===== src/rtl/bufmgr_selctrl.sv =====
// Ring-ordered packet buffer manager shared by sniffer, CPU and forwarder.
// Tracks each buffer's lifecycle and drives agent selects plus inverted per-buffer selects.
module bufmgr_selctrl #(
  parameter int N_BUF = 3,
  parameter int CNT_W = 16,
  localparam int SELW = $clog2(N_BUF + 1)
) (
  input  logic                 clk,
  input  logic                 rst_n,
  input  logic                 sn_req,
  input  logic                 sn_done,
  input  logic                 cpu_req,
  input  logic                 cpu_done,
  input  logic                 cpu_accept,
  input  logic                 fwd_req,
  input  logic                 fwd_done,
  output logic [SELW-1:0]      sn_sel,
  output logic [SELW-1:0]      cpu_sel,
  output logic [SELW-1:0]      fwd_sel,
  output logic [2*N_BUF-1:0]   buf_sel,
  output logic [CNT_W-1:0]     pass_cnt,
  output logic [CNT_W-1:0]     drop_cnt
);

  localparam int PW = (N_BUF > 1) ? $clog2(N_BUF) : 1;

  localparam logic [SELW-1:0]  SEL_NONE = {SELW{1'b0}};
  localparam logic [SELW-1:0]  SEL_ONE  = {{(SELW-1){1'b0}}, 1'b1};
  localparam logic [PW-1:0]    PTR_ZERO = {PW{1'b0}};
  localparam logic [PW-1:0]    PTR_ONE  = {{(PW-1){1'b0}}, 1'b1};
  localparam logic [PW-1:0]    PTR_LAST = PW'(N_BUF - 1);
  localparam logic [CNT_W-1:0] CNT_ZERO = {CNT_W{1'b0}};
  localparam logic [CNT_W-1:0] CNT_ONE  = {{(CNT_W-1){1'b0}}, 1'b1};

  typedef enum logic [2:0] {
    ST_FREE = 3'd0,
    ST_FILL = 3'd1,
    ST_FULL = 3'd2,
    ST_FILT = 3'd3,
    ST_PASS = 3'd4,
    ST_SEND = 3'd5,
    ST_DROP = 3'd6
  } buf_state_e;

  buf_state_e      state_r [N_BUF];
  logic [PW-1:0]   sn_ptr_r;
  logic [PW-1:0]   cpu_ptr_r;
  logic [PW-1:0]   fwd_ptr_r;

  function automatic logic [PW-1:0] ptr_inc(input logic [PW-1:0] p);
    if (p == PTR_LAST) begin
      ptr_inc = PTR_ZERO;
    end else begin
      ptr_inc = p + PTR_ONE;
    end
  endfunction

  function automatic logic [SELW-1:0] ptr_to_sel(input logic [PW-1:0] p);
    ptr_to_sel = SELW'(p) + SEL_ONE;
  endfunction

  // Buffer lifecycle, ring pointers, agent selects and verdict counters.
  // An agent only ever touches the buffer at its own pointer, and the state guards keep
  // those buffers disjoint within a cycle, so the three agent branches never collide.
  always_ff @(posedge clk or negedge rst_n) begin
    if (!rst_n) begin
      for (int i = 0; i < N_BUF; i++) begin
        state_r[i] <= ST_FREE;
      end
      sn_ptr_r  <= PTR_ZERO;
      cpu_ptr_r <= PTR_ZERO;
      fwd_ptr_r <= PTR_ZERO;
      sn_sel    <= SEL_NONE;
      cpu_sel   <= SEL_NONE;
      fwd_sel   <= SEL_NONE;
      pass_cnt  <= CNT_ZERO;
      drop_cnt  <= CNT_ZERO;
    end else begin
      if (sn_sel != SEL_NONE) begin
        if (sn_done) begin
          state_r[sn_ptr_r] <= ST_FULL;
          sn_sel            <= SEL_NONE;
          sn_ptr_r          <= ptr_inc(sn_ptr_r);
        end
      end else if (sn_req && (state_r[sn_ptr_r] == ST_FREE)) begin
        state_r[sn_ptr_r] <= ST_FILL;
        sn_sel            <= ptr_to_sel(sn_ptr_r);
      end

      if (cpu_sel != SEL_NONE) begin
        if (cpu_done) begin
          cpu_sel   <= SEL_NONE;
          cpu_ptr_r <= ptr_inc(cpu_ptr_r);
          if (cpu_accept) begin
            state_r[cpu_ptr_r] <= ST_PASS;
            pass_cnt           <= pass_cnt + CNT_ONE;
          end else begin
            state_r[cpu_ptr_r] <= ST_DROP;
            drop_cnt           <= drop_cnt + CNT_ONE;
          end
        end
      end else if (cpu_req && (state_r[cpu_ptr_r] == ST_FULL)) begin
        state_r[cpu_ptr_r] <= ST_FILT;
        cpu_sel            <= ptr_to_sel(cpu_ptr_r);
      end

      // Rejected buffers are reclaimed by the forwarder's pointer so ring order holds.
      if (fwd_sel != SEL_NONE) begin
        if (fwd_done) begin
          state_r[fwd_ptr_r] <= ST_FREE;
          fwd_sel            <= SEL_NONE;
          fwd_ptr_r          <= ptr_inc(fwd_ptr_r);
        end
      end else if (state_r[fwd_ptr_r] == ST_DROP) begin
        state_r[fwd_ptr_r] <= ST_FREE;
        fwd_ptr_r          <= ptr_inc(fwd_ptr_r);
      end else if (fwd_req && (state_r[fwd_ptr_r] == ST_PASS)) begin
        state_r[fwd_ptr_r] <= ST_SEND;
        fwd_sel            <= ptr_to_sel(fwd_ptr_r);
      end
    end
  end

  // Per-buffer owner code, inverted from the registered agent selects.
  always_comb begin
    buf_sel = {(2*N_BUF){1'b0}};
    for (int i = 0; i < N_BUF; i++) begin
      if (sn_sel == SELW'(i + 1)) begin
        buf_sel[2*i +: 2] = 2'b01;
      end else if (cpu_sel == SELW'(i + 1)) begin
        buf_sel[2*i +: 2] = 2'b10;
      end else if (fwd_sel == SELW'(i + 1)) begin
        buf_sel[2*i +: 2] = 2'b11;
      end else begin
        buf_sel[2*i +: 2] = 2'b00;
      end
    end
  end

endmodule

===== config.mk =====
export PLATFORM = sky130hd
export DESIGN_NAME = bufmgr_selctrl
export DESIGN_NICKNAME = d
export VERILOG_FILES = /design/src/rtl/bufmgr_selctrl.sv
export SDC_FILE = /design/constraint.sdc
export NUM_CORES = 1
export LEC_CHECK = 0
export ABC_AREA = 1
export BUFFER_PORTS_ARGS = -buffer_cell sky130_fd_sc_hd__buf_2
export CORE_UTILIZATION = 40
export CTS_BUF_LIST = sky130_fd_sc_hd__clkbuf_8
export CTS_CLUSTER_DIAMETER = 60
export CTS_CLUSTER_SIZE = 24
export DETAILED_ROUTE_END_ITERATION = 8
export SYNTH_ARGS = -nofsm -noshare
export SYNTH_HDL_FRONTEND = slang
export SYNTH_SLANG_ARGS = --single-unit
export TNS_END_PERCENT = 20

===== constraint.sdc =====
create_clock -name clk -period 3.8 [get_ports clk]
set_input_delay 0.76 -clock clk [delete_from_list [all_inputs] [get_ports clk]]
set_output_delay 0.76 -clock clk [all_outputs]
set_load 0.05 [all_outputs]

Word level (Yosys, flattened, before mapping)
Index checks and enable logic that the tools add are counted.

storage, ports and cells
  output and inout port bits = 44
  flip-flop bits (word level) = 53
  bits of input ports = 9
  word-level logic and storage cells = 138

cells by class
  equality and inequality tests = 19
  reduce and logical (&&, ||, !) cells = 22
  add/subtract/negate cells = 5
  magnitude comparators = 6
  bitwise operators = 24
  muxes and demuxes = 51

operators by type and width
  cell                                                                          number
  9-bit two-way mux                                                             11
  2-bit two-way mux                                                             25
  16-bit by 1-bit adder with 16-bit output, second input constant               2
  3-bit two-way mux                                                             9
  6-bit AND                                                                     3
  3-bit binary-select mux with 2-bit select                                     3
  3-bit demux with 2-bit select                                                 3
  2-bit == test, second input constant                                          9
  6-bit NOT                                                                     3
  6-bit bitwise OR                                                              3
  2-bit nonzero test                                                            7
  2-bit AND reduction                                                           5
  3-bit AND                                                                     3
  9-bit AND                                                                     1
  3-bit >= comparator, second input constant                                    3
  3-bit by 1-bit less-than comparator with 1-bit output, second input constant  3
  2-bit NOT with 3-bit output                                                   3
  3-bit NOT                                                                     3
  9-bit NOT                                                                     1
  3-bit bitwise OR                                                              3
  3-bit AND reduction                                                           3
  2-bit inequality test, second input constant                                  4
  2-bit by 1-bit adder with 2-bit output, second input constant                 3
  2-bit by 1-bit == test with 1-bit output, second input constant               3
  5 further kinds                                                               11

Depth between registers and ports, before layout
Gate-level depths: netlist of run 1.

  depth after elaboration = 17
  mapped depth = 11
  mapped depth without buffers = 11

Worst setup path after synthesis of run 1
OpenSTA, ideal clock, no wires.

  path type = register to output
  start point = register cpu_sel[1]
  end point = output buf_sel[5]
  arrival = 2014 ps
  path slack = 1026 ps
  path buffers = 0
  stages on the path, launching flop included = 3
  data required time = 3040 ps
  cells stage by stage = dfrtp_1 nand2_1 a21boi_0

on the way
  longest elaborated chain between the ends = 3

ends and longest elaborated chain
  element                 line  text
  from (decl)             18    output logic [SELW-1:0] cpu_sel,
  from (signal assigned)  104   cpu_sel <= ptr_to_sel(cpu_ptr_r);
  2-bit == test           130   end else if (cpu_sel == SELW'(i + 1)) begin
  2-bit two-way mux       130
  2-bit two-way mux       128   if (sn_sel == SELW'(i + 1)) begin
  to (decl)               20    output logic [2*N_BUF-1:0] buf_sel,

Every way passes these cells.

Final worst setup path of run 1
  start point = register cpu_sel[0]
  end point = output buf_sel[1]

on the way
  longest elaborated chain between the ends = 3

ends and longest elaborated chain
  element                                   line
  2-bit by 1-bit == test with 1-bit output  130
  2-bit two-way mux                         130
  2-bit two-way mux                         128

Every way passes these cells.

==> impl_metrics.toml, run 1 <==
[run_status]
status = "completed"

[cells_and_area]
layout.area.seq_mm2 = 0.00133
fillers = 795
utilization = 0.479
layout-drive-gt1-share = 0.174
n_antenna_cell = 0
multiInputGateArea_mm2 = 0.00166
areaGrowthSynthToFinish_pct = 15.5
final_nets = 498

[clocking]
post-cts-setup-buffer-count = 0
latest_clock_arrival_within_the_worst_skew_pair_ns = 0.31
clock_tree.root_cell = "clkbuf_8"
clkSinkCount = 53
cts.htree.levels = 2
cts_made_buffers = 5
tritoncts = "done"
number_of_gates_resized_after_cts = 0
cts.path.max_buffers = 2
cts-hold-fix-buffers = 0
clkSlewWorstSetupHoldPaths_ns = 0.10

[route]
first_iter_violations = 114
detailroute.via_count = 2799
wl_per_cell_um = 12.2
routed_wl_um = 7100
drc = 0
detail_route.first_pass.iterations = 4
vias_per_cell = 4.83
detail_route_antenna_nets = 0

[pwr]
vdd_ir_drop_max_mv = 0.461
internal-power_w = 0.00135
cellPowerDensity_mw_per_mm2 = 777
switching_power_summed_over_all_nets_w = 0.00154
sequentialPowerShare = 0.323
leakage_nw = 2.13
p_sw_frac = 0.532
clock_power_share = 0.134
comb_power_share = 0.544

[global_routing]
grt.met2_usage = 0.296
via_count_of_the_first_global_routing_pass = 2703
busiest_layer = "met2"
antenna_found_initial = 0
grtUsageTotal = 0.181
gr-total-overflow = 0
global_route.usage.met3 = 0.0274
met1_usage = 0.247
maximum_number_of_pins_on_one_net_before_global_route_repair = 37
wire_length_of_the_first_global_routing_pass_um = 12400

[worst_hold_path]
worstHoldPathCells = 1
timing.hold.worst.class = "register to register"

[synthesis]
mappedNetlistArea_mm2 = 0.00322
main_area_contributors_after_synthesis = "dfrtp_1 41%, nand2_1 14%, nand3_1 7.8%, inv_1 6.9%, xor2_1 5.4%"
synth.ff_latch_count = 53
post_synth_num_cell_types = 31
synth_top_cell_area_share = 0.412
synth_largest_area_cell = "dfrtp_1"
synth.avg_cell_area_um2 = 7.69
synthCells = 419
synth_warnings = 0
syn_nets = 439
share_of_the_yosys_chip_area_belonging_to_registers = 0.412

[floorplanning]
die_width_um = 91.7
design.core.area_mm2 = 0.00777
floorplan.die.height_um = 91.7
io_pins = 53
floorplan.initialDensity = 0.415
placement_row_count = 32
floorplan.die_area_mm2 = 0.00842

[setup_path]
endpoint_of_the_worst_slack_reg_to_reg_timing_path = "state_r[3]"
setup.reg_to_reg.worst_slack_ns = 1.91
reg2regPathDepth = 6
worstReg2RegStart = "fwd_sel[1]"
cpMaxStageDelayCell = "dfrtp_1"
path_type_of_the_worst_setup_path = "register to output port"
timing.critical_path.cells = "inv_1 > nor2_1 > inv_1 > a22oi_1 > buf_2"
required_ns = 3.04
crit_path_end_kind = "output port"
cpLargestDelayFamily = "flip-flops"
worst_setup_path_startpoint = "cpu_sel[0]"
critical_path.max_fanout = 6
critical-path-top-cell-by-count = "inv_1"
stages_on_worst_setup_path = 5
critical-path-max-stage-delay_ns = 0.47
critical_path.startpoint_type = "register"
cp_num_buf_inv = 3
crit_path_end = "buf_sel[1]"
cp_data_arrival_time_ns = 1.47

[timing]
timing.final.crit_share = 0.587
worst_clock_skew_ns = 0.0140
tightest_slew_ns = 0.929
grt_setup_unrepaired = "false"
shortest_period_the_worst_path_allows_ns = 2.23
relSlewSlack = 0.378
final.setup.tns_ns = 0
maxSlewViolCount = 0
report.final.setup_viol = 0
fmax_mhz = 448
final_count_of_hold_timing_violations = 0

[flow_run]
maxCapViolations = 0

[placed_design]
globalplace.congestion = 0.901
dp_hpwl_um = 5540
port-buffer-count = 52
## per-layer routing
layer | part of all wire | wire (µm)
met1 | 0.49 | 3470
met5 | 0 | 0
met2 | 0.46 | 3270
met3 | 0.038 | 273
met4 | 0.012 | 88
## Yosys cell counts (all sizes together)
cell type / number
a31o: 1
a21boi: 2
nor3: 9
xnor2: 8
o22ai: 1
ha: 11
clkbuf: 1
nand2: 119
inv: 63
o21ai: 19
dfrtp: 53
and3: 1
nor2: 40
a22oi: 1
nand4: 6
nand3: 50
xor2: 20
a31oi: 1
nand3b: 1
a21oi: 12
## area by class of cell
class / count / share of cell area
tap: 102 / 0.0343
clock inverter: 2 / 0.0104
inverter: 63 / 0.0636
clock buffer: 5 / 0.0185
sequential: 53 / 0.356
timing repair buffer: 53 / 0.0720
multi-input combinational: 302 / 0.445
## power groups by stage
stage	registers (W)	clock network (W)	logic (W)
2_1_floorplan	0.00119	0	0.000952
3_3_place_gp	0.000939	0	0.00156
3_5_place_dp	0.000939	0	0.00157
4_1_cts	0.000931	0.000403	0.00158
5_1_grt	0.000959	0.000420	0.00175
6_report	0.000932	0.000386	0.00157
## cell families after synthesis
group	count (synthesis)	synth area share
AND/OR/NAND/NOR	226	0.331
buffers and inverters	64	0.0746
flip-flops	53	0.412
AO/OA/AOI/OAI	37	0.0641
XOR/XNOR	28	0.0761
adder cells (fa/ha/maj)	11	0.0427
## stage by stage
stage	cell area [µm²]	worst slack (ns)	std cells	total power [W]	hold WS, ns
final	3720	1.57	580	0.00289	0.498
after global routing	3720	1.46	580	0.00312	0.526
after CTS	3720	1.55	580	0.00291	0.502
after detailed placement	3610	1.86	573	0.00251	0.487
after global placement	3610	1.90	573	0.00250	0.475
after floorplan	3220	1.03	419	0.00214	0.464
## how the worst min path moves through the flow
| stage | from | to | slack (ns) |
|---|---|---|---|
| final | drop_cnt[4] | drop_cnt[4] | 0.50 |
| after floorplan | rst_n | cpu_ptr_r[0] | 0.46 |
| after CTS | drop_cnt[4] | drop_cnt[4] | 0.50 |
| after detailed placement | drop_cnt[4] | drop_cnt[4] | 0.49 |
| after global routing | drop_cnt[4] | drop_cnt[4] | 0.53 |
| after global placement | drop_cnt[4] | drop_cnt[4] | 0.47 |
## registers in the layout, summed over array words and instances (netlist names)
register	flops
drop_cnt	16
pass_cnt	16
state_r	9
cpu_ptr_r	2
cpu_sel	2
fwd_ptr_r	2
fwd_sel	2
sn_ptr_r	2
sn_sel	2
## cells in the final DEF, fill, tap and decap left out, drive strengths merged, types with 5 or more instances in the layout
cell / Yosys / final
a21oi: 12 / 12
nor2: 40 / 40
buf: 0 / 53
nand4: 6 / 6
inv: 63 / 64
dfrtp: 53 / 53
nor3: 9 / 9
nand2: 119 / 119
xnor2: 8 / 8
clkbuf: 1 / 5
nand3: 50 / 50
ha: 11 / 11
xor2: 20 / 20
o21ai: 19 / 19
(Power assumes the default switching activity.)
==> run 2: changes to the inputs <==
==> constraint.sdc (replaced) <==
create_clock -name clk -period 1.8 [get_ports clk]
set_input_delay 0.36 -clock clk [delete_from_list [all_inputs] [get_ports clk]]
set_output_delay 0.36 -clock clk [all_outputs]
set_load 0.05 [all_outputs]
==> impl_metrics.toml, run 2 (same netlist as run 1, synthesis figures left out) <==
[cells_and_area]
most-common-layout-cells = "117 x nand2_1, 59 x inv_1, 51 x dfrtp_1"
layout_commonest_cell = "nand2_1"
final_nets = 499
areaGrowthSynthToFinish_pct = 17.3
design_area_mm2 = 0.00378
layout-drive-gt1-share = 0.190
utilization = 0.487
biggestRegsByFlops = "drop_cnt x16, pass_cnt x16, state_r x9"
n_antenna_cell = 0

[timing]
fmax_mhz = 579
worst_clock_skew_ns = 0.0106
maxSlewViolCount = 0
final_count_of_hold_timing_violations = 0
tightest_slew_ns = 0.379
layout_setup_ws_ns = 0.0736
shortest_period_the_worst_path_allows_ns = 1.73
grt_setup_unrepaired = "true"
report.final.setup_viol = 0
timing.final.crit_share = 0.959
final.setup.tns_ns = 0
relSlewSlack = 0.746

[setup_path]
cp_data_arrival_time_ns = 1.37
crit_path_end_kind = "output port"
path_type_of_the_worst_setup_path = "register to output port"
critical_path.max_fanout = 6
critical_path.startpoint_type = "register"
required_ns = 1.44

[route]
first_iter_violations = 127
routed_wl_um = 7190
detail_route.first_pass.iterations = 4
wl_per_cell_um = 12.4
detailroute.via_count = 2821
vias_per_cell = 4.85
detail_route_antenna_nets = 0
drc = 0

[placed_design]
dpl_cell_area_mm2 = 0.00364
globalplace.congestion = 0.941
port-buffer-count = 52
dp_hpwl_um = 5500
pre_cts_ws_ns = 0.150

[floorplanning]
floorplan.die.height_um = 91.7
floorplan.initialDensity = 0.415
placement_row_count = 32
floorplan.die_area_mm2 = 0.00842
die_width_um = 91.7
io_pins = 53
design.core.area_mm2 = 0.00777

[global_routing]
via_count_of_the_first_global_routing_pass = 2743
wire_length_of_the_first_global_routing_pass_um = 12400
gr-total-overflow = 0
maximum_number_of_pins_on_one_net_before_global_route_repair = 54
antenna_found_initial = 0
grtUsageTotal = 0.185

[worst_hold_path]
timing.hold.worst.class = "input pin to async pin"

[flow_run]
maxCapViolations = 0

[pwr]
leakage_nw = 2.14
vdd_ir_drop_max_mv = 0.879
post-layout-total-power_w = 0.00625
cellPowerDensity_mw_per_mm2 = 1650

[clocking]
post-cts-setup-buffer-count = 0
clkSlewWorstSetupHoldPaths_ns = 0.10
cts_made_buffers = 5
clock_tree.root_cell = "clkbuf_8"
cts.path.max_buffers = 2
clkSinkCount = 53
tritoncts = "done"
cts.htree.levels = 2
latest_clock_arrival_within_the_worst_skew_pair_ns = 0.31

[run_status]
status = "completed"
## run 2: changes by cell type in the layout (fill, tap and decap cells not counted), sizes merged
cell      previous run  this run
clkinv               0         1
inv                 64        63
clkbuf               5         6
clkinvlp             0         1
## run 2: where the power goes
group	total, W	internal, W	leakage, nW	switching [W]
registers	0.00197	0.00154	0.682	0.000436
clock network	0.000845	0.000417	0.0543	0.000428
logic	0.00343	0.000981	1.40	0.00244
total	0.00625	0.00294	2.14	0.00331
## run 2: cell type report
| class | count | area (µm²) |
|---|---|---|
| clock inverters | 3 | 46.3 |
| multi-input cells | 302 | 1680 |
| fillers | 793 | 3990 |
| repair buffers | 54 | 297 |
| flip-flops and latches | 53 | 1330 |
| clock buffers | 5 | 68.8 |
| inverters | 63 | 236 |
| well taps | 102 | 128 |
## run 2: worst paths after layout
path                               from            to  slack, ns  cells after the start
min reg2reg                drop_cnt[14]  drop_cnt[14]       0.50                      1
max                          cpu_sel[0]    buf_sel[1]       0.07                      5
min                               rst_n     sn_sel[0]       0.01                      2
max in group asynchronous         rst_n    cpu_sel[0]       1.50                      2
max reg2reg                fwd_ptr_r[0]    state_r[6]       0.15                     10
min in group clk                sn_done     sn_sel[0]       0.27                      2
## run 2: through the flow
step | cells | hold slack (ns)
after floorplan | 419 | 0.0644
after global placement | 574 | 0.380
after detailed placement | 574 | 0.380
after CTS | 582 | 0.0363
after global routing | 582 | 0.0383
final | 582 | 0.0130
## run 2: timing repair
item | in CTS | in global routing
hold buffers | 0 | 0
pin swaps | 0 | 0
setup endpoints to repair | 1 | 9
endpoints found under the hold margin | 0 | 0
gates resized for setup | 2 | 6
## run 2: layer usage
layer | track usage | routed length [µm] | vias to the layer above
met1 | 0.242 | 3410 | 1305
met2 | 0.306 | 3360 | 62
met5 | 0 | 0 | -
li1 | - | - | 1442
met4 | 0.0716 | 169 | 0
met3 | 0.0315 | 256 | 12
## run 2: critical path, cell delays in order, from the launching register on
cell and delay, ns:
dfrtp_2 0.46, inv_1 0.07, nor2_1 0.14, inv_1 0.07, a22oi_2 0.14, buf_6 0.18
